### src/rtl/video_pkg.sv
// Shared types and constants for the video timing generator: the timing set
// struct, the 640x480 reset timing, character-cell geometry and handshake states.
package video_pkg;

  localparam int TIMING_W = 12;
  localparam int CHAR_W   = 6;
  localparam int CHAR_H   = 16;

  typedef struct packed {
    logic [TIMING_W-1:0] h_active;
    logic [TIMING_W-1:0] h_fp;
    logic [TIMING_W-1:0] h_sync;
    logic [TIMING_W-1:0] h_bp;
    logic [TIMING_W-1:0] v_active;
    logic [TIMING_W-1:0] v_fp;
    logic [TIMING_W-1:0] v_sync;
    logic [TIMING_W-1:0] v_bp;
  } timing_t;

  localparam timing_t TIMING_640X480 = '{
    h_active: 12'd640, h_fp: 12'd16, h_sync: 12'd96, h_bp: 12'd48,
    v_active: 12'd480, v_fp: 12'd10, v_sync: 12'd2,  v_bp: 12'd33
  };

  typedef enum logic {
    ST_IDLE    = 1'b0,
    ST_PENDING = 1'b1
  } hs_state_t;

endpackage

### src/rtl/video_axis_counter.sv
// One raster axis: a counter over 0..total-1 with active/sync window decode.
// Zero-length fields count as 1; the last count saturates at 2^CNT_W-1.
module video_axis_counter
  import video_pkg::*;
#(
  parameter int CNT_W = 12
) (
  input  logic             clk,
  input  logic             reset,
  input  logic             enable,
  input  logic             advance,
  input  logic [CNT_W-1:0] len_active,
  input  logic [CNT_W-1:0] len_fp,
  input  logic [CNT_W-1:0] len_sync,
  input  logic [CNT_W-1:0] len_bp,
  input  logic             load,
  output logic [CNT_W-1:0] cnt,
  output logic             active,
  output logic             sync,
  output logic             wrap
);

  localparam int WW = CNT_W + 2;
  localparam logic [WW-1:0] MAX_LAST = {2'b00, {CNT_W{1'b1}}};

  function automatic logic [WW-1:0] fix_len(input logic [CNT_W-1:0] v);
    return (v == '0) ? WW'(1) : {2'b00, v};
  endfunction

  logic [CNT_W-1:0] r_cnt;
  logic [WW-1:0]    w_sync_start, w_sync_end, w_last_wide, w_cnt_wide;
  logic [CNT_W-1:0] w_last;

  // Boundaries in a wider domain so oversized timings cannot overflow.
  assign w_sync_start = fix_len(len_active) + fix_len(len_fp);
  assign w_sync_end   = w_sync_start + fix_len(len_sync);
  assign w_last_wide  = w_sync_end + fix_len(len_bp) - WW'(1);
  assign w_last       = (w_last_wide > MAX_LAST) ? {CNT_W{1'b1}} : w_last_wide[CNT_W-1:0];
  assign w_cnt_wide   = {2'b00, r_cnt};

  assign cnt    = r_cnt;
  assign active = w_cnt_wide < fix_len(len_active);
  assign sync   = (w_cnt_wide >= w_sync_start) && (w_cnt_wide < w_sync_end);
  assign wrap   = (r_cnt == w_last);

  always_ff @(posedge clk) begin
    if (!reset) begin
      r_cnt <= '0;
    end else if (enable) begin
      if (load)         r_cnt <= '0;
      else if (advance) r_cnt <= wrap ? '0 : r_cnt + CNT_W'(1);
    end
  end

endmodule

### src/rtl/video_timing_gen.sv
// Raster timing generator with frame-synchronous timing reload handshake.
// Optional character-grid outputs are built when VTG_CHAR_GRID_EN is defined.
module video_timing_gen
  import video_pkg::*;
#(
  parameter int      CNT_W       = 12,
  parameter bit      HSYNC_POL   = 1'b1,
  parameter bit      VSYNC_POL   = 1'b1,
  parameter timing_t INIT_TIMING = TIMING_640X480
) (
  input  logic             clk,
  input  logic             reset,
  input  logic             enable,
  input  timing_t          timing,
  input  logic             timing_req,
  output logic             timing_ack,
  output logic             blank,
  output logic             hsync,
  output logic             vsync,
  output logic [CNT_W-1:0] x,
  output logic [CNT_W-1:0] y,
  output logic             line_start,
  output logic             frame_start,
`ifdef VTG_CHAR_GRID_EN
  output logic [6:0]       char_x,
  output logic [6:0]       char_y,
  output logic [2:0]       char_px,
  output logic [3:0]       char_py,
`endif
  output hs_state_t        dbg_state
);

  // timing_req/timing_ack: a request is sampled on any enabled edge where
  // timing_req=1; the latest request wins and is adopted on the last pixel of
  // the frame, which is also the edge that raises the single timing_ack pulse.
  hs_state_t        r_state, w_state_nxt;
  timing_t          r_cur, r_pend, w_cur_nxt, w_pend_nxt;
  logic             w_adopt, w_frame_end, w_vis;
  logic [CNT_W-1:0] w_hcnt, w_vcnt;
  logic             w_h_active, w_h_sync, w_h_wrap;
  logic             w_v_active, w_v_sync, w_v_wrap;
  logic             r_blank, r_hsync, r_vsync, r_line_start, r_frame_start, r_ack;
  logic [CNT_W-1:0] r_x, r_y;

  video_axis_counter #(.CNT_W(CNT_W)) u_h_axis (
    .clk(clk), .reset(reset), .enable(enable), .advance(1'b1),
    .len_active(CNT_W'(r_cur.h_active)), .len_fp(CNT_W'(r_cur.h_fp)),
    .len_sync(CNT_W'(r_cur.h_sync)), .len_bp(CNT_W'(r_cur.h_bp)),
    .load(w_adopt), .cnt(w_hcnt), .active(w_h_active), .sync(w_h_sync), .wrap(w_h_wrap)
  );

  video_axis_counter #(.CNT_W(CNT_W)) u_v_axis (
    .clk(clk), .reset(reset), .enable(enable), .advance(w_h_wrap),
    .len_active(CNT_W'(r_cur.v_active)), .len_fp(CNT_W'(r_cur.v_fp)),
    .len_sync(CNT_W'(r_cur.v_sync)), .len_bp(CNT_W'(r_cur.v_bp)),
    .load(w_adopt), .cnt(w_vcnt), .active(w_v_active), .sync(w_v_sync), .wrap(w_v_wrap)
  );

  assign w_frame_end = w_h_wrap && w_v_wrap;
  assign w_vis       = w_h_active && w_v_active;

  always_comb begin
    w_state_nxt = r_state;
    w_cur_nxt   = r_cur;
    w_pend_nxt  = r_pend;
    w_adopt     = 1'b0;
    // A request arriving on the frame-end cycle bypasses the pending register.
    if (w_frame_end && (r_state == ST_PENDING || timing_req)) begin
      w_adopt     = 1'b1;
      w_cur_nxt   = timing_req ? timing : r_pend;
      w_state_nxt = ST_IDLE;
    end else if (timing_req) begin
      w_pend_nxt  = timing;
      w_state_nxt = ST_PENDING;
    end
  end

  always_ff @(posedge clk) begin
    if (!reset) begin
      r_state <= ST_IDLE;
      r_cur   <= INIT_TIMING;
      r_pend  <= INIT_TIMING;
    end else if (enable) begin
      r_state <= w_state_nxt;
      r_cur   <= w_cur_nxt;
      r_pend  <= w_pend_nxt;
    end
  end

  always_ff @(posedge clk) begin
    if (!reset) begin
      r_blank       <= 1'b1;
      r_hsync       <= ~HSYNC_POL;
      r_vsync       <= ~VSYNC_POL;
      r_x           <= '0;
      r_y           <= '0;
      r_line_start  <= 1'b0;
      r_frame_start <= 1'b0;
      r_ack         <= 1'b0;
    end else if (enable) begin
      r_blank       <= ~w_vis;
      r_hsync       <= w_h_sync ? HSYNC_POL : ~HSYNC_POL;
      r_vsync       <= w_v_sync ? VSYNC_POL : ~VSYNC_POL;
      r_x           <= w_vis ? w_hcnt : '0;
      r_y           <= w_vis ? w_vcnt : '0;
      r_line_start  <= (w_hcnt == '0) && w_v_active;
      r_frame_start <= (w_hcnt == '0) && (w_vcnt == '0);
      r_ack         <= w_adopt;
    end else begin
      // Frozen: levels hold, pulses are suppressed.
      r_line_start  <= 1'b0;
      r_frame_start <= 1'b0;
      r_ack         <= 1'b0;
    end
  end

  assign blank       = r_blank;
  assign hsync       = r_hsync;
  assign vsync       = r_vsync;
  assign x           = r_x;
  assign y           = r_y;
  assign line_start  = r_line_start;
  assign frame_start = r_frame_start;
  assign timing_ack  = r_ack;
  assign dbg_state   = r_state;

`ifdef VTG_CHAR_GRID_EN
  logic [6:0] r_cx, r_cy, r_char_x, r_char_y;
  logic [2:0] r_px, r_char_px;
  logic [3:0] r_py, r_char_py;

  // r_cx/r_px and r_cy/r_py shadow hcnt/vcnt as quotient/remainder pairs.
  always_ff @(posedge clk) begin
    if (!reset) begin
      r_cx <= '0; r_px <= '0; r_cy <= '0; r_py <= '0;
      r_char_x <= '0; r_char_px <= '0; r_char_y <= '0; r_char_py <= '0;
    end else if (enable) begin
      if (w_h_wrap) begin
        r_px <= '0; r_cx <= '0;
      end else if (r_px == 3'(CHAR_W-1)) begin
        r_px <= '0; r_cx <= r_cx + 7'd1;
      end else begin
        r_px <= r_px + 3'd1;
      end
      if (w_frame_end) begin
        r_py <= '0; r_cy <= '0;
      end else if (w_h_wrap) begin
        if (r_py == 4'(CHAR_H-1)) begin
          r_py <= '0; r_cy <= r_cy + 7'd1;
        end else begin
          r_py <= r_py + 4'd1;
        end
      end
      r_char_x  <= w_vis ? r_cx : '0;
      r_char_px <= w_vis ? r_px : '0;
      r_char_y  <= w_vis ? r_cy : '0;
      r_char_py <= w_vis ? r_py : '0;
    end
  end

  assign char_x  = r_char_x;
  assign char_px = r_char_px;
  assign char_y  = r_char_y;
  assign char_py = r_char_py;
`endif

endmodule

### config.mk
export PLATFORM = sky130hd
export DESIGN_NAME = video_timing_gen
export DESIGN_NICKNAME = d
export VERILOG_FILES = /design/src/rtl/video_pkg.sv /design/src/rtl/video_axis_counter.sv /design/src/rtl/video_timing_gen.sv
export SDC_FILE = /design/constraint.sdc
export NUM_CORES = 1
export LEC_CHECK = 0
export CORE_UTILIZATION = 55
export DETAILED_ROUTE_END_ITERATION = 8
export DONT_BUFFER_PORTS = 1
export GPL_TIMING_DRIVEN = 0
export PLACE_DENSITY_LB_ADDON = 0.08
export RECOVER_POWER = 50
export SLEW_MARGIN = 30
export SYNTH_ARGS = -nofsm -noshare
export SYNTH_HDL_FRONTEND = slang
export SYNTH_SLANG_ARGS = --single-unit
### constraint.sdc
create_clock -name clk -period 12 [get_ports clk]
set_clock_uncertainty 0.15 [all_clocks]
set_input_delay 1.2 -clock clk [delete_from_list [all_inputs] [get_ports clk]]
set_output_delay 1.2 -clock clk [all_outputs]
set_load 0.01 [all_outputs]
-- Yosys cells after proc, flatten, opt, wreduce, memory -nomap -nowiden
Cells that the tools add are included.
- $add $sub $neg: 10
- multipliers: 0
- div/mod/pow operators: 0
- $lt $le $gt $ge: 8
- eq/ne operators: 2
- shift-type cells: 0
- multiplexer cells: 23
- bitwise operators: 2
- reductions and logical operators: 25
- operators with widths (cell ; number):
    12-bit two-way mux ; 17
    12-bit zero test ; 10
    96-bit two-way mux ; 1
    14-bit adder ; 6
    12-bit by 14-bit < comparator with 1-bit output ; 4
    12-bit by 14-bit >= comparator with 1-bit output ; 2
    14-bit by 12-bit > comparator with 1-bit output, second input constant ; 2
    14-bit by 1-bit subtractor with 14-bit output, second input constant ; 2
    12-bit by 1-bit adder with 12-bit output, second input constant ; 2
    12-bit equality test ; 2
    2-bit AND reduction ; 5
    1-bit logical AND ; 7
    1-bit two-way mux ; 5
    2-bit nonzero test ; 2
    1-bit NOT ; 2
    1-bit logical OR ; 1
- register bits: 247
- bits in latches: 0
- RAM bits: 0
- ROM bits: 0
- bits of input ports: 100
- output and inout port bits: 31
- word-level logic and storage cells: 97
- memories kept: 0

-- Logic depth before layout (Yosys ltp)
Gate-level depths: netlist of the first run.
- depth in word-level cells: 14
- gate-level depth with buffers: 35

-- Modules after synthesis
From an unflattened synthesis of the first run, not the netlist that was laid out.
- cell total of the unflattened synthesis: 2125
- area total of the unflattened synthesis: 17704.5 um^2
- by module, submodules not included (module ; times used ; cells each ; area each (um^2)):
    video_timing_gen ; 1 ; 1023 ; 9561.7
    video_axis_counter at u_h_axis ; 1 ; 555 ; 4130.2
    video_axis_counter at u_v_axis ; 1 ; 547 ; 4012.6

-- Worst setup path after synthesis of the first run
OpenSTA, ideal clock, no wires.
- path kind: reg2reg
- from: register r_cur[43] in the netlist's numbering
- to: register r_pend[42] in the netlist's numbering
- arrival time: 6489 ps
- path slack: 5232 ps
- stages on the path, launching flop included: 33
- period minus slack after synthesis: 6768 ps
- cells stage by stage: dfxtp_1 -> nor3_1 -> a31o_2 -> ha_1 -> fa_1 -> a21o_1 -> a21oi_1 -> o21bai_1 -> a21oi_1 -> o21bai_1 -> a21oi_1 -> o211ai_1 -> xor2_1 -> ha_1 -> and3_1 -> a21oi_1 -> o21ai_0 -> a2111o_1 -> xnor2_1 -> ha_1 -> a21o_1 -> a211o_1 -> o22a_1 -> o21ai_1 -> xor2_1 -> a311oi_2 -> o22ai_1 -> nor4_4 -> a21o_2 -> buf_6 -> buf_4 -> mux2i_1 -> nand2_1
- cells in the longest elaborated chain, start to end: 13
- RTL lines (item ; RTL line ; source):
    start: declaration ; video_timing_gen.sv:37 ; timing_t r_cur, r_pend, w_cur_nxt, w_pend_nxt;
    start signal: assignment ; video_timing_gen.sv:85 ; r_cur <= w_cur_nxt;
    12-bit zero test ; video_axis_counter.sv:27 ; return (v == '0) ? WW'(1) : {2'b00, v};
    12-bit two-way mux (*) ; video_axis_counter.sv:27 ;
    14-bit adder (*) ; video_axis_counter.sv:35 ; assign w_sync_start = fix_len(len_active) + fix_len(len_fp);
    14-bit adder (*) ; video_axis_counter.sv:36 ; assign w_sync_end = w_sync_start + fix_len(len_sync);
    14-bit adder (*) ; video_axis_counter.sv:37 ; assign w_last_wide = w_sync_end + fix_len(len_bp) - WW'(1);
    14-bit by 1-bit subtractor with 14-bit output (*) ; video_axis_counter.sv:37 ;
    14-bit by 12-bit > comparator with 1-bit output ; video_axis_counter.sv:38 ; assign w_last = (w_last_wide > MAX_LAST) ? {CNT_W{1'b1}} : w_last_wide[CNT_W-1:0];
    12-bit two-way mux (*) ; video_axis_counter.sv:38 ;
    12-bit equality test (*) ; video_axis_counter.sv:44 ; assign wrap = (r_cnt == w_last);
    1-bit logical AND (*) ; video_timing_gen.sv:59 ; assign w_frame_end = w_h_wrap && w_v_wrap;
    1-bit logical AND (*) ; video_timing_gen.sv:68 ; if (w_frame_end && (r_state == ST_PENDING || timing_req)) begin
    1-bit NOT (no line) (*) ; - ;
    2-bit AND reduction (no line) (*) ; - ;
    end signal: assignment ; video_timing_gen.sv:86 ; r_pend <= w_pend_nxt;
    end: declaration ; video_timing_gen.sv:37 ;
Every way passes the cells marked *; elsewhere a longest branch is shown, timed or not.
A chain may end at the register's enable or synchronous reset.

-- Worst setup path in the final report of the first run
- from: register r_cur[43] in the netlist's numbering
- to: register r_pend[92] in the netlist's numbering
Same word-level chain as after synthesis.

==> results of run 1 <==
-- path summary, 6_finish.rpt --
kind | startpoint | to | slack, ns | depth (start not counted)
setup / recovery | r_cur[43] | r_pend[92] | 2.30 | 32
setup reg to reg | r_cur[43] | r_pend[92] | 2.30 | 32
hold reg to reg | r_pend[57] | r_pend[57] | 0.31 | 2
hold / removal | r_pend[57] | r_pend[57] | 0.31 | 2
-- registers in the layout, indices dropped and copies added, names as in the netlist --
register / cells
x: 12
r_pend: 96
vsync: 1
y: 12
r_cur: 96
timing_ack: 1
dbg_state: 1
line_start: 1
hsync: 1
blank: 1
u_h_axis.cnt: 12
u_v_axis.cnt: 12
frame_start: 1
-- cells in the mapped netlist, types with 11 or more instances --
cell	number
xnor2_1	47
ha_1	160
nand2b_1	21
nand3_1	98
a31oi_1	12
a21oi_1	235
dfxtp_1	247
a22o_1	20
buf_2	14
nor4_1	22
clkbuf_1	160
nand2_1	180
o21ai_0	155
mux2_2	17
inv_1	264
nor2b_1	13
nor3b_1	83
o21bai_1	16
a21o_1	38
nor3_1	20
o21ai_1	45
or3_1	11
nor2_1	57
nand4_1	13
mux2i_1	37
xor2_1	39
-- layout make-up --
cell class	count	area (um2)
clock inverter	17	146
clock buffer	34	774
inverter	264	991
sequential	247	4940
buffer	189	729
tap	390	488
multi-input combinational	1469	9930
fill	2813	11700
-- cell families after synthesis --
logic type      Yosys count
simple gates            552
buf+inv                 453
compound gates          604
flops                   247
xor+xnor                 88
fa+ha+maj               171
mux                      54
-- power by group through the flow --
stage	clock network [uW]	registers (uW)	logic [uW]
after global routing	898	850	148
final	856	849	133
after global placement	0	866	131
after CTS	867	849	134
after detailed placement	0	867	133
after floorplan	0	863	95.1
-- per-layer routing --
layer / vias to the layer above / global-route usage [%] / part of all wire [%]
li1: 7458 / - / -
met1: 6894 / 43.2 / 47
met2: 466 / 47.3 / 42
met3: 68 / 6.52 / 8.0
met4: 0 / 7.97 / 2.6
met5: - / 0 / 0
-- worst register-to-register path, delay by kind of cell, from the launching register on --
| family | cells | cell delay, ns |
|---|---|---|
| flops | 1 | 0.41 |
| xor+xnor | 3 | 0.88 |
| fa+ha+maj | 4 | 1.41 |
| buf+inv | 3 | 1.76 |
| simple gates | 4 | 1.04 |
| compound gates | 18 | 3.95 |
-- through the flow --
| step | area [um2] | cells |
|---|---|---|
| 6_report | 18000 | 2610 |
| 5_1_grt | 18000 | 2610 |
| 4_1_cts | 18100 | 2610 |
| 3_5_place_dp | 17200 | 2559 |
| 3_3_place_gp | 17200 | 2559 |
| 2_1_floorplan | 16700 | 2169 |
==> flow_summary.toml, run 1 <==
[status]
status = "finished clean"

[setup_path]
max_stage_delay_ns = 0.68
cp_common_cell = "a21oi_1"
critPathMaxFanout = 10
slowest_stage = "clkbuf_1"
crit_buf_inv = 3
start_kind = "register"
critPathCaptureType = "register"
required_ns = 12.33
criticalPathCategory = "reg2reg"
cp.arrival_ns = 10.03
critPathTopFamily = "compound AO/OA/AOI/OAI gates"

[power_and_ir_drop]
internal_power_uw = 1370
combPwrFrac_pct = 7.2
seqPwrFrac_pct = 46.2
leakage_uw = 0.00785
power.density_mw_per_mm2 = 102
pwr-share-clk_pct = 46.6
finalPower_uw = 1840
power.switching_uw = 469
switching_share_pct = 25.5
ir_drop_v = 0.000121

[global_route]
grt.overflow.total = 0
grt_pass1_wl_um = 75100
grt.total_usage_pct = 30.7
antenna_found_initial = 0
grt_max_degree = 16
grt_pass1_vias = 14000

[timing]
tightest_slew_ns = 0.939
hold_ws_ns = 0.307
setup_ws_ns = 2.30
min_period_ns = 9.70
post-route-period-util_pct = 80.8
setup_viol = 0
maxSlewViolCount = 0
rsz0062_at_grt = "no"
setup_tns_ns = 0
max_freq_mhz = 103
timing.final.hold_violations = 0
slew_headroom_pct = 37.4

[finish]
antennaDiodeCount = 0
layout.nets = 2466
final_cell_mix = "264 x inv_1, 247 x dfxtp_1, 235 x a21oi_1"
area_delta_synth_final_pct = 7.87
final_common_cell = "inv_1"
utilization_pct = 60.6
drive_gt1_share_pct = 4.55

[floorplan]
die_area_mm2 = 0.0310
die_y_um = 176
die_w_um = 176
io-pin-count = 131
core_area_mm2 = 0.0297
rows = 63
start_util_pct = 56.1

[logic_synthesis]
ys_warn_count = 0
synth-simple-area-share_pct = 17.4
syn-cell-area_mm2 = 0.0167
synth_compound_area_share_pct = 21.2
async_flop_share_pct = 0
synth_top_area_cell = "dfxtp_1"
synth_cell_types = 77
synth_top_flop_cell = "dfxtp_1"
synth_top_family_by_area = "compound AO/OA/AOI/OAI gates"
synthTopCellsByArea = "dfxtp_1 30%, ha_1 12%, a21oi_1 7.0%"
synth_top_area_share_pct = 29.6
synthMuxAreaShare_pct = 3.37
synth_fa_ha_area_share_pct = 13.0
ys_ff_latch = 247
syn_avg_cell_area_um2 = 7.69
synth_xor_area_share_pct = 4.79
synth_edf_count = 0
seq_area_frac_synth_pct = 29.6
syn_inst = 2169
synth_fp_nets = 2435

[flow_run]
drv_cap = 0

[cts]
ctsResizeCount = 0
cts_buffers = 29
clockBufferDepth = 3
post_cts_buffers = 0
root_buffer = "clkbuf_16"
cts.sinks = 247
ctsHtreeMaxLevel = 1
ctsHoldBuffers = 0
path_clk_slew_ns = 0.06
cts_tree = "done"
clkLatencyLatePin_ns = 0.56

[routing]
dr.pass1.iters = 5
drc_errors = 0
num_vias = 14900
vias_per_cell = 5.70
drt_iter0_drc = 1127
routed_wirelength_um = 47700
detail-route-antenna-nets = 0
avgRoutedWirePerCell_um = 18.3

[placement]
place_hpwl_um = 36700
portBuffers = 0
pre_cts_slack_ns = 3.78
gp_congestion = 0.941

[worst_hold_path]
hold_class = "reg2reg"
No activity file was read; power rests on OpenSTA's default activity.
==> run 2, diff against run 1 <==
Clock period 12 ns to 8.1 ns, I/O delays scaled along.
==> run 2 against run 1 <==
- critical endpoint is now r_pend[91]
- largest power group unchanged
- sequential power rose by 48%
- wire length about the same
- clock-buffer cell count stayed put
- clock power is 48% higher
- combinational power grew 51%
- worst setup slack got worse by 1.9 ns
- die area did not move
- via count hardly changed
- utilization is 0.66 points higher
- critical path depth increased by 1
==> flow_summary.toml, run 2 (synthesis gave the netlist of run 1 again) <==
[status]
status = "finished clean"

[finish]
final_common_cell = "inv_1"
drive_gt1_share_pct = 5.80
final-instance-count-excl-fill = 2614
top_regs = "r_cur x96, r_pend x96"
antennaDiodeCount = 0
area_delta_synth_final_pct = 9.04
layout.nets = 2470
final_cell_mix = "264 x inv_1, 246 x dfxtp_1, 231 x a21oi_1"

[setup_path]
required_ns = 8.38
critPathCaptureType = "register"
max_stage_delay_ns = 0.42
slowest_stage = "dfxtp_1"
cp.depth = 33
worstReg2RegStart = "r_cur[43]"
crit_start = "r_cur[43]"
cp_common_cell = "ha_1"
criticalPathCategory = "reg2reg"
endpoint = "r_pend[91]"
reg2regPathDepth = 33
start_kind = "register"
critPathTopFamily = "compound AO/OA/AOI/OAI gates"
cp.arrival_ns = 7.96
crit_buf_inv = 3
critPathMaxFanout = 10
r2r_slack_ns = 0.42
r2r_end = "r_pend[91]"

[timing]
rsz0062_at_grt = "no"
timing.final.hold_violations = 0
setup_viol = 0
slew_headroom_pct = 37.7
setup_ws_ns = 0.417
post-route-period-util_pct = 94.9
min_period_ns = 7.68
tightest_slew_ns = 0.924
maxSlewViolCount = 0
max_freq_mhz = 130

[floorplan]
rows = 63
core_area_mm2 = 0.0297
io-pin-count = 131
die_area_mm2 = 0.0310
die_y_um = 176
start_util_pct = 56.1
die_w_um = 176

[placement]
place_hpwl_um = 36700
gp_congestion = 0.941
portBuffers = 0
pre_cts_slack_ns = -0.116
place_inst = 2559

[routing]
routed_wirelength_um = 47700
num_vias = 14900
met3WireLength_um = 3820
drc_errors = 0
routed.top_layer = "met4"
drt_iter0_drc = 1076
wl_met1_um = 22400
vias_per_cell = 5.70
detail-route-antenna-nets = 0
wl_met2_um = 20300
dr.pass1.iters = 6
avgRoutedWirePerCell_um = 18.2

[power_and_ir_drop]
internal_power_uw = 2030
seqPwrFrac_pct = 46.1
power.switching_uw = 698
combPwrFrac_pct = 7.4
pwr-share-clk_pct = 46.6
ir_drop_v = 0.000179
finalPower_uw = 2730
switching_share_pct = 25.6
power.density_mw_per_mm2 = 150
leakage_uw = 0.00796

[cts]
clockBufferDepth = 3
cts.sinks = 247
cts_buffers = 29
clkLatencyLatePin_ns = 0.56
ctsHtreeMaxLevel = 1
root_buffer = "clkbuf_16"
cts_tree = "done"
path_clk_slew_ns = 0.06

[global_route]
grt_max_degree = 16
grt_pass1_wl_um = 75100
antenna_found_initial = 0
grt.overflow.total = 0
grt.total_usage_pct = 30.7
grt_pass1_vias = 14000

[flow_run]
drv_cap = 0

[worst_hold_path]
hold_class = "in2reg"
[run 2: cell count changes in the layout (fill, tap and decap cells not counted), moves of 2 or more]
cell	change
o21ai_0	-13
o21ai_1	+12
buf_4	+3
nor4_1	-2
a21oi_2	+4
clkbuf_2	+6
a21oi_1	-4
clkbuf_1	-11
xor2_1	-2
buf_6	+6
nor4_4	+2
[run 2: area by class of cell]
type / instances / area [um2]
plain buffers: 188 / 787
flip-flops and latches: 247 / 4950
clock buffers: 34 / 774
repair buffers: 5 / 31.3
multi-input cells: 1469 / 10000
fillers: 2790 / 11500
well taps: 390 / 488
clock inverters: 17 / 146
inverters: 264 / 991
[run 2: stage by stage]
step / instance area (um2) / hold slack (ns) / utilization [%] / setup TNS, ns
floorplan: 16700 / 0.273 / - / 0
global placement: 17200 / 0.294 / 57.8 / -0.220
detailed placement: 17200 / 0.300 / 57.8 / -0.573
CTS: 18100 / 0.206 / 60.9 / 0
global route: 18200 / 0.213 / 61.2 / 0
finish: 18200 / 0.223 / 61.2 / 0
[run 2: layer usage]
layer / vias up / global-route usage (%)
met1: 6913 / 43.3
met5: - / 0
met4: 0 / 7.79
met3: 60 / 6.35
li1: 7473 / -
met2: 446 / 47.4
[run 2: how the worst min path moves through the flow]
stage / to / from / slack, ns / depth (start not counted)
floorplan: r_cur[48] / r_cur[48] / 0.27 / 2
global placement: r_pend[54] / r_pend[54] / 0.29 / 2
detailed placement: r_pend[70] / r_pend[70] / 0.30 / 2
CTS: r_pend[66] / timing[66] / 0.21 / 2
global route: r_pend[66] / timing[66] / 0.21 / 2
finish: r_pend[84] / timing[84] / 0.22 / 2
[run 2: power groups by stage]
stage,registers (uW),logic (uW),clock network (uW)
6_report,1260,201,1270
5_1_grt,1260,224,1330
4_1_cts,1260,198,1280
3_5_place_dp,1280,197,0
3_3_place_gp,1280,194,0
2_1_floorplan,1280,141,0
[run 2: repair_timing]
item / 4_1_cts / 5_1_grt
resized for setup: 1 / 27
hold buffers: 0 / 0
cloned: 0 / 0
endpoints found under the setup margin: 25 / 205
endpoints found under the hold margin: 0 / 0
setup buffers: 2 / 3
pin swaps: 0 / 3
